File: config.mk
export PLATFORM = sky130hd
export DESIGN_NAME = alu_mc
export DESIGN_NICKNAME = d
export VERILOG_FILES = /design/src/rtl/alu_mc_pkg.sv /design/src/rtl/alu_mc_muldiv.sv /design/src/rtl/alu_mc.sv
export SDC_FILE = /design/constraint.sdc
export NUM_CORES = 2
export LEC_CHECK = 0
export CAP_MARGIN = 20
export CORE_MARGIN = 3
export CORE_UTILIZATION = 36
export DETAILED_ROUTE_END_ITERATION = 8
export PLACE_DENSITY = 0.63
export SYNTH_ARGS = -nofsm -noshare
export SYNTH_HDL_FRONTEND = slang
export SYNTH_SLANG_ARGS = --single-unit
File: constraint.sdc
create_clock -name clk -period 5.47 [get_ports clk]
set_input_delay 0.8205 -clock clk [delete_from_list [all_inputs] [get_ports clk]]
set_output_delay 0.8205 -clock clk [all_outputs]
set_load 0.1 [all_outputs]
File: src/rtl/alu_mc_pkg.sv
// Shared types and helpers for the multi-cycle ALU.
// Optional divider selected by ALU_MC_DIV_EN.
package alu_mc_pkg;

    typedef enum logic [3:0] {
        NOP  = 4'd0,
        ADD  = 4'd1,
        SUB  = 4'd2,
        AND  = 4'd3,
        OR   = 4'd4,
        XOR  = 4'd5,
        SHL  = 4'd6,
        SHR  = 4'd7,
        SAR  = 4'd8,
        MUL  = 4'd9,
        DIVU = 4'd10
    } alu_mc_op_t;

    typedef enum logic [0:0] {
        IDLE = 1'b0,
        BUSY = 1'b1
    } alu_mc_state_t;

    // DIVU only runs iteratively when the divider is built; otherwise it decodes as NOP.
    function automatic logic is_multicycle(input alu_mc_op_t op);
        logic mc_s;
        case (op)
            MUL:     mc_s = 1'b1;
`ifdef ALU_MC_DIV_EN
            DIVU:    mc_s = 1'b1;
`endif
            default: mc_s = 1'b0;
        endcase
        return mc_s;
    endfunction

endpackage

File: src/rtl/alu_mc_muldiv.sv
// Iterative datapath: shift-add unsigned multiply and (with ALU_MC_DIV_EN) restoring divide.
// The first step runs on the start edge, so WIDTH steps finish WIDTH-1 edges later.
module alu_mc_muldiv
    import alu_mc_pkg::*;
#(
    parameter int WIDTH = 64
) (
    input  logic             clk,
    input  logic             rst_n,
    input  logic             start,
    input  alu_mc_op_t       op,
    input  logic [WIDTH-1:0] a,
    input  logic [WIDTH-1:0] b,
    output logic             done,
    output logic [WIDTH-1:0] lo,
    output logic [WIDTH-1:0] hi
);

    localparam int SHW = $clog2(WIDTH);

    logic             busy_r;
    logic [SHW-1:0]   cnt_r;
    logic [WIDTH-1:0] acc_r;
    logic [WIDTH-1:0] q_r;
    logic [WIDTH-1:0] m_r;
    logic             start_s;
    logic [WIDTH-1:0] cur_acc_s;
    logic [WIDTH-1:0] cur_q_s;
    logic [WIDTH-1:0] cur_m_s;
    logic [WIDTH:0]   sum_s;
    logic [WIDTH-1:0] nxt_acc_s;
    logic [WIDTH-1:0] nxt_q_s;
`ifdef ALU_MC_DIV_EN
    logic             div_r;
    logic             cur_div_s;
    logic [WIDTH:0]   rem_s;
    logic [WIDTH-1:0] diff_s;
`endif

    assign start_s = start && is_multicycle(op);
    assign done    = busy_r && (cnt_r == SHW'(WIDTH - 1));
    assign lo      = nxt_q_s;
    assign hi      = nxt_acc_s;

    // One iteration step; operands come straight from the inputs on the start cycle.
    always_comb begin
        if (start_s) begin
            cur_acc_s = {WIDTH{1'b0}};
            cur_q_s   = a;
            cur_m_s   = b;
`ifdef ALU_MC_DIV_EN
            cur_div_s = (op == DIVU);
            if (op == DIVU) begin
                cur_q_s = b;
                cur_m_s = a;
            end else begin
                cur_q_s = a;
                cur_m_s = b;
            end
`endif
        end else begin
            cur_acc_s = acc_r;
            cur_q_s   = q_r;
            cur_m_s   = m_r;
`ifdef ALU_MC_DIV_EN
            cur_div_s = div_r;
`endif
        end
        sum_s     = {1'b0, cur_acc_s} + {1'b0, (cur_q_s[0] ? cur_m_s : {WIDTH{1'b0}})};
        nxt_acc_s = sum_s[WIDTH:1];
        nxt_q_s   = {sum_s[0], cur_q_s[WIDTH-1:1]};
`ifdef ALU_MC_DIV_EN
        // Partial remainder stays below the divisor, so a WIDTH-bit difference is exact.
        rem_s  = {cur_acc_s, cur_q_s[WIDTH-1]};
        diff_s = rem_s[WIDTH-1:0] - cur_m_s;
        if (cur_div_s) begin
            if (rem_s >= {1'b0, cur_m_s}) begin
                nxt_acc_s = diff_s;
                nxt_q_s   = {cur_q_s[WIDTH-2:0], 1'b1};
            end else begin
                nxt_acc_s = rem_s[WIDTH-1:0];
                nxt_q_s   = {cur_q_s[WIDTH-2:0], 1'b0};
            end
        end else begin
            nxt_acc_s = sum_s[WIDTH:1];
            nxt_q_s   = {sum_s[0], cur_q_s[WIDTH-1:1]};
        end
`endif
    end

    // Iteration state and step counter.
    always_ff @(posedge clk or negedge rst_n) begin
        if (!rst_n) begin
            busy_r <= 1'b0;
            cnt_r  <= {SHW{1'b0}};
            acc_r  <= {WIDTH{1'b0}};
            q_r    <= {WIDTH{1'b0}};
            m_r    <= {WIDTH{1'b0}};
`ifdef ALU_MC_DIV_EN
            div_r  <= 1'b0;
`endif
        end else if (start_s) begin
            busy_r <= 1'b1;
            cnt_r  <= SHW'(1);
            acc_r  <= nxt_acc_s;
            q_r    <= nxt_q_s;
            m_r    <= cur_m_s;
`ifdef ALU_MC_DIV_EN
            div_r  <= cur_div_s;
`endif
        end else if (busy_r) begin
            busy_r <= !done;
            cnt_r  <= cnt_r + SHW'(1);
            acc_r  <= nxt_acc_s;
            q_r    <= nxt_q_s;
        end else begin
            busy_r <= 1'b0;
        end
    end

endmodule

File: src/rtl/alu_mc.sv
// Multi-cycle ALU top: single-cycle datapath, IDLE/BUSY control and result/flag registers.
// Define ALU_MC_DIV_EN to build the DIVU path; otherwise DIVU behaves as NOP.
module alu_mc
    import alu_mc_pkg::*;
#(
    parameter int WIDTH = 64
) (
    input  logic             clk,
    input  logic             rst_n,
    input  logic             in_valid,
    output logic             in_ready,
    input  alu_mc_op_t       op,
    input  logic [WIDTH-1:0] a,
    input  logic [WIDTH-1:0] b,
    output logic             out_valid,
    output logic [WIDTH-1:0] res,
    output logic [WIDTH-1:0] hi,
    output logic             zf,
    output logic             sf,
    output logic             cf,
    output logic             of
);

    localparam int SHW = $clog2(WIDTH);

    alu_mc_state_t         state_r;
    logic [WIDTH-1:0]      res_r;
    logic [WIDTH-1:0]      hi_r;
    logic                  cf_r;
    logic                  of_r;
    logic                  out_valid_r;
    logic                  accept_s;
    logic                  mc_start_s;
    logic                  sc_wr_s;
    logic [WIDTH-1:0]      sc_res_s;
    logic                  sc_cf_s;
    logic                  sc_of_s;
    logic [SHW-1:0]        amt_s;
    logic [WIDTH:0]        add_s;
    logic [WIDTH:0]        sub_s;
    logic [WIDTH:0]        shl_s;
    logic [WIDTH:0]        shr_s;
    logic signed [WIDTH:0] sar_s;
    logic                  mdu_done_s;
    logic [WIDTH-1:0]      mdu_lo_s;
    logic [WIDTH-1:0]      mdu_hi_s;
`ifdef ALU_MC_DIV_EN
    logic                  op_div_r;
    logic                  a_zero_r;
`endif

    assign in_ready   = (state_r == IDLE);
    assign accept_s   = in_valid && (state_r == IDLE);
    assign mc_start_s = accept_s && is_multicycle(op);
    assign out_valid  = out_valid_r;
    assign res        = res_r;
    assign hi         = hi_r;
    assign cf         = cf_r;
    assign of         = of_r;
    assign zf         = (res_r == {WIDTH{1'b0}});
    assign sf         = res_r[WIDTH-1];

    alu_mc_muldiv #(.WIDTH(WIDTH)) u_muldiv (
        .clk   (clk),
        .rst_n (rst_n),
        .start (mc_start_s),
        .op    (op),
        .a     (a),
        .b     (b),
        .done  (mdu_done_s),
        .lo    (mdu_lo_s),
        .hi    (mdu_hi_s)
    );

    // Single-cycle results; shifts use a guard bit so the last bit out falls into cf.
    always_comb begin
        amt_s    = a[SHW-1:0];
        add_s    = {1'b0, b} + {1'b0, a};
        sub_s    = {1'b0, b} - {1'b0, a};
        shl_s    = {1'b0, b} << amt_s;
        shr_s    = {b, 1'b0} >> amt_s;
        sar_s    = $signed({b, 1'b0}) >>> amt_s;
        sc_wr_s  = 1'b1;
        sc_res_s = {WIDTH{1'b0}};
        sc_cf_s  = 1'b0;
        sc_of_s  = 1'b0;
        case (op)
            ADD: begin
                sc_res_s = add_s[WIDTH-1:0];
                sc_cf_s  = add_s[WIDTH];
                sc_of_s  = (a[WIDTH-1] == b[WIDTH-1]) && (add_s[WIDTH-1] != b[WIDTH-1]);
            end
            SUB: begin
                sc_res_s = sub_s[WIDTH-1:0];
                sc_cf_s  = sub_s[WIDTH];
                sc_of_s  = (a[WIDTH-1] != b[WIDTH-1]) && (sub_s[WIDTH-1] != b[WIDTH-1]);
            end
            AND: sc_res_s = b & a;
            OR:  sc_res_s = b | a;
            XOR: sc_res_s = b ^ a;
            SHL: begin
                sc_res_s = shl_s[WIDTH-1:0];
                sc_cf_s  = shl_s[WIDTH];
            end
            SHR: begin
                sc_res_s = shr_s[WIDTH:1];
                sc_cf_s  = shr_s[0];
            end
            SAR: begin
                sc_res_s = sar_s[WIDTH:1];
                sc_cf_s  = sar_s[0];
            end
            default: sc_wr_s = 1'b0;
        endcase
    end

    // Control FSM and architectural result/flag registers.
    always_ff @(posedge clk or negedge rst_n) begin
        if (!rst_n) begin
            state_r     <= IDLE;
            res_r       <= {WIDTH{1'b0}};
            hi_r        <= {WIDTH{1'b0}};
            cf_r        <= 1'b0;
            of_r        <= 1'b0;
            out_valid_r <= 1'b0;
`ifdef ALU_MC_DIV_EN
            op_div_r    <= 1'b0;
            a_zero_r    <= 1'b0;
`endif
        end else begin
            out_valid_r <= 1'b0;
            case (state_r)
                IDLE: begin
                    if (mc_start_s) begin
                        state_r  <= BUSY;
`ifdef ALU_MC_DIV_EN
                        op_div_r <= (op == DIVU);
                        a_zero_r <= (a == {WIDTH{1'b0}});
`endif
                    end else if (accept_s) begin
                        out_valid_r <= 1'b1;
                        if (sc_wr_s) begin
                            res_r <= sc_res_s;
                            hi_r  <= {WIDTH{1'b0}};
                            cf_r  <= sc_cf_s;
                            of_r  <= sc_of_s;
                        end
                    end
                end
                BUSY: begin
                    if (mdu_done_s) begin
                        state_r     <= IDLE;
                        out_valid_r <= 1'b1;
                        res_r       <= mdu_lo_s;
                        hi_r        <= mdu_hi_s;
`ifdef ALU_MC_DIV_EN
                        if (op_div_r) begin
                            cf_r <= 1'b0;
                            of_r <= a_zero_r;
                        end else begin
                            cf_r <= (mdu_hi_s != {WIDTH{1'b0}});
                            of_r <= (mdu_hi_s != {WIDTH{1'b0}});
                        end
`else
                        cf_r <= (mdu_hi_s != {WIDTH{1'b0}});
                        of_r <= (mdu_hi_s != {WIDTH{1'b0}});
`endif
                    end
                end
                default: state_r <= IDLE;
            endcase
        end
    end

endmodule
==> impl_metrics.env <==
export IMPL_grt_usage_pct=37.91
export IMPL_cpPeakStageDelay_ns=0.54
export IMPL_gp_congestion=1.048
export IMPL_wire_per_inst_um=29.67
export IMPL_violations="setup timing"
export IMPL_start_util_pct=36.53
export IMPL_grt_pass1_wl_um=300500
export IMPL_rows=117
export IMPL_boundaryPins=269
export IMPL_finalCriticalPeriod_ns=5.660
export IMPL_synth_xor_area_share_pct=1.544
export IMPL_synth_edf_count=0
export IMPL_power_uw=22050
export IMPL_timing_slew_headroom_pct=20.18
export IMPL_io_buffers=268
export IMPL_antenna_found_initial=15
export IMPL_drcViolationCount=0
export IMPL_drive_gt1_share_pct=23.09
export IMPL_numCtsBuffers=44
export IMPL_syn2layout_area_growth_pct=33.19
export IMPL_num_nets_final=6111
export IMPL_skew_ns=0.03958
export IMPL_drt_iter0_markers=5321
export IMPL_slowest_stage="or4_4"
export IMPL_drtAntennaViolNets=0
export IMPL_critical_path_class="primary input to register"
export IMPL_leakage_uw=0.02215
export IMPL_hpwlAfterDp_um=166800
export IMPL_synth_compound_area_share_pct=28.48
export IMPL_r2r_cells=23
export IMPL_synth_fa_ha_area_share_pct=8.785
export IMPL_insertion_delay_ns=0.67
export IMPL_clockBufferDepth=3
export IMPL_end_kind="register"
export IMPL_hp_class="primary input to asynchronous set/reset pin"
export IMPL_syn_avg_cell_area_um2=7.753
export IMPL_cp_num_buf_inv=7
export IMPL_postCtsHoldBufs=0
export IMPL_cap_violations=0
export IMPL_power_density_mw_per_mm2=442.3
export IMPL_gr_total_overflow=0
export IMPL_final_setup_tns_ns=-0.1905
export IMPL_die_height_um=328.4
export IMPL_final_util_pct=48.65
export IMPL_ys_ff_latch=331
export IMPL_cp_top_family="simple AND/OR/NAND/NOR gates"
export IMPL_crit_fanout=8
export IMPL_ys_types=91
export IMPL_worst_slew_pin_slew_ns=1.197
export IMPL_syn_area_mm2=0.03743
export IMPL_grt_pass1_vias=42122
export IMPL_root_buffer="clkbuf_16"
export IMPL_grt_max_degree=127
export IMPL_dr_pass1_iters=6
export IMPL_yosysWarnings=0
export IMPL_startpoint_type="primary input"
export IMPL_crit_arrival_ns=6.18
export IMPL_ff2ff_setup_slack_ns=0.21
export IMPL_pre_cts_ws_ns=-1.257
export IMPL_wl_um=211300
export IMPL_die_width_um=328.4
export IMPL_cts_tree="built"
export IMPL_via_per_inst=6.217
export IMPL_rsz0062_at_grt="yes"
export IMPL_ys_async_sr_fraction_pct=100.0
export IMPL_design_core_area_mm2=0.1025
export IMPL_r2r_start="state_r"
export IMPL_maxSlewViolCount=0
export IMPL_timing_rr_end="of"
export IMPL_required_ns=5.99
export IMPL_run_status="finished with violations"
export IMPL_synthMuxAreaShare_pct=13.47
export IMPL_synthesis_instances=4828
export IMPL_synth_top_family_by_area="compound AO/OA/AOI/OAI gates"
export IMPL_dieArea_mm2=0.1079
export IMPL_vias=44283
export IMPL_cts_sinks=331
export IMPL_yosys_area_share_simple_pct=19.42
export IMPL_path_clk_slew_ns=0.07
export IMPL_synth_ff_type="dfrtp_1"
export IMPL_hold_violations=0
export IMPL_setup_violations=1
export IMPL_worst_slack_ns=-0.1905
export IMPL_post_route_period_util_pct=103.5
export IMPL_vdd_drop_max_v=0.0006394
export IMPL_seq_area_frac_synth_pct=22.13
export IMPL_cts_max_level=2
export IMPL_synth_nets=5224
export IMPL_clock_fmax_ghz=0.1767
-- flip-flops by register name, summed over array words and instances (netlist names), 6 cells and up --
register	flops
hi	64
res	64
u_muldiv.acc_r	64
u_muldiv.cnt_r	6
u_muldiv.m_r	64
u_muldiv.q_r	64
-- power breakdown --
part           switching (uW)  internal (uW)  total [uW]
logic                    8760           6040       14800
clock network            1320           1750        3070
registers                 845           3340        4180
total                   10900          11100       22000
-- synth_stat cells (all sizes together) (17+ instances only) --
master / n / area, um2
a2111oi: 18 / 158.9
a211o: 23 / 201.4
a211oi: 60 / 455.4
a21boi: 21 / 161.4
a21o: 51 / 382.9
a21oi: 397 / 1987
a221o: 42 / 420.4
a221oi: 56 / 496.7
a22o: 42 / 367.9
a22oi: 58 / 435.4
a31oi: 48 / 306.5
and2: 78 / 493.0
and3: 24 / 150.1
buf: 83 / 406.6
clkbuf: 284 / 1067
dfrtp: 331 / 8283
ha: 258 / 3228
inv: 220 / 825.8
mux2: 45 / 506.7
mux2i: 172 / 1722
mux4: 125 / 2815
nand2: 478 / 1794
nand2b: 24 / 150.1
nand3: 62 / 310.3
nand4: 80 / 500.5
nor2: 576 / 2162
nor2b: 79 / 494.2
nor3: 79 / 395.4
nor4: 58 / 387.9
o211ai: 59 / 442.9
o21a: 39 / 292.8
o21ai: 454 / 2272
o21bai: 52 / 390.4
o221ai: 19 / 166.4
o22ai: 42 / 262.8
o311ai: 17 / 148.9
o31ai: 33 / 252.7
or3: 23 / 143.9
xnor2: 39 / 341.6
xor2: 27 / 236.5
-- timing repair --
action	in CTS	in global routing
buffers inserted	20	15
endpoints found under the setup margin	2	3
resized for setup	56	66
pin swaps	21	39
cloned	2	3
-- worst max path at each step --
| stage | start | endpoint | slack, ns | depth (start not counted) |
|---|---|---|---|---|
| after global placement | op[0] | of | -1.18 | 26 |
| after floorplan | op[1] | of | 0.006 | 23 |
| after detailed placement | op[0] | of | -1.26 | 26 |
| final | op[1] | of | -0.19 | 26 |
| after CTS | op[1] | of | -0.22 | 28 |
| after global routing | op[1] | of | -0.32 | 26 |
-- kinds of logic after synthesis --
| family | after synthesis |
|---|---|
| AO/OA/AOI/OAI | 1641 |
| XOR/XNOR | 66 |
| adder cells (fa/ha/maj) | 261 |
| buffers and inverters | 589 |
| flip-flops | 331 |
| multiplexers | 342 |
| AND/OR/NAND/NOR | 1598 |
-- per-layer routing --
layer | track usage [%] | vias up | share of wire [%]
li1 | - | 19652 | -
met1 | 50.69 | 21608 | 41
met2 | 55.19 | 2478 | 41
met3 | 7.804 | 529 | 9.2
met4 | 24.91 | 16 | 8.0
met5 | 0 | - | 0.053
-- cell type report --
| type | instances | area, um2 |
|---|---|---|
| inverters | 222 | 835.8 |
| flip-flops and latches | 331 | 8287 |
| fillers | 10327 | 52620 |
| multi-input cells | 3908 | 27400 |
| clock buffers | 57 | 1231 |
| well taps | 1368 | 1712 |
| clock inverters | 25 | 259.0 |
| diodes | 4 | 10.01 |
| repair buffers | 1208 | 10120 |
-- per-stage QoR --
stage | cell area [um2] | hold WS [ns] | cells
3_5_place_dp | 47480 | 0.4589 | 6998
5_1_grt | 49840 | 0.2068 | 7120
2_1_floorplan | 37590 | 0.4294 | 4828
3_3_place_gp | 47470 | 0.4537 | 6997
6_report | 49850 | 0.1749 | 7123
4_1_cts | 49410 | 0.1987 | 7101
-- placed cells by master, fill, tap and decap left out, types with 73 or more instances in the layout --
cell type        instances
buf_4                  911
nor2_1                 569
nand2_1                476
o21ai_0                421
a21oi_1                386
dfrtp_1                330
ha_1                   255
clkdlybuf4s50_1        255
inv_1                  216
mux2i_1                172
mux4_2                 125
nand4_1                 80
and2_1                  76
nor2b_1                 73
Note: power is estimated with default switching activity, not from simulation.
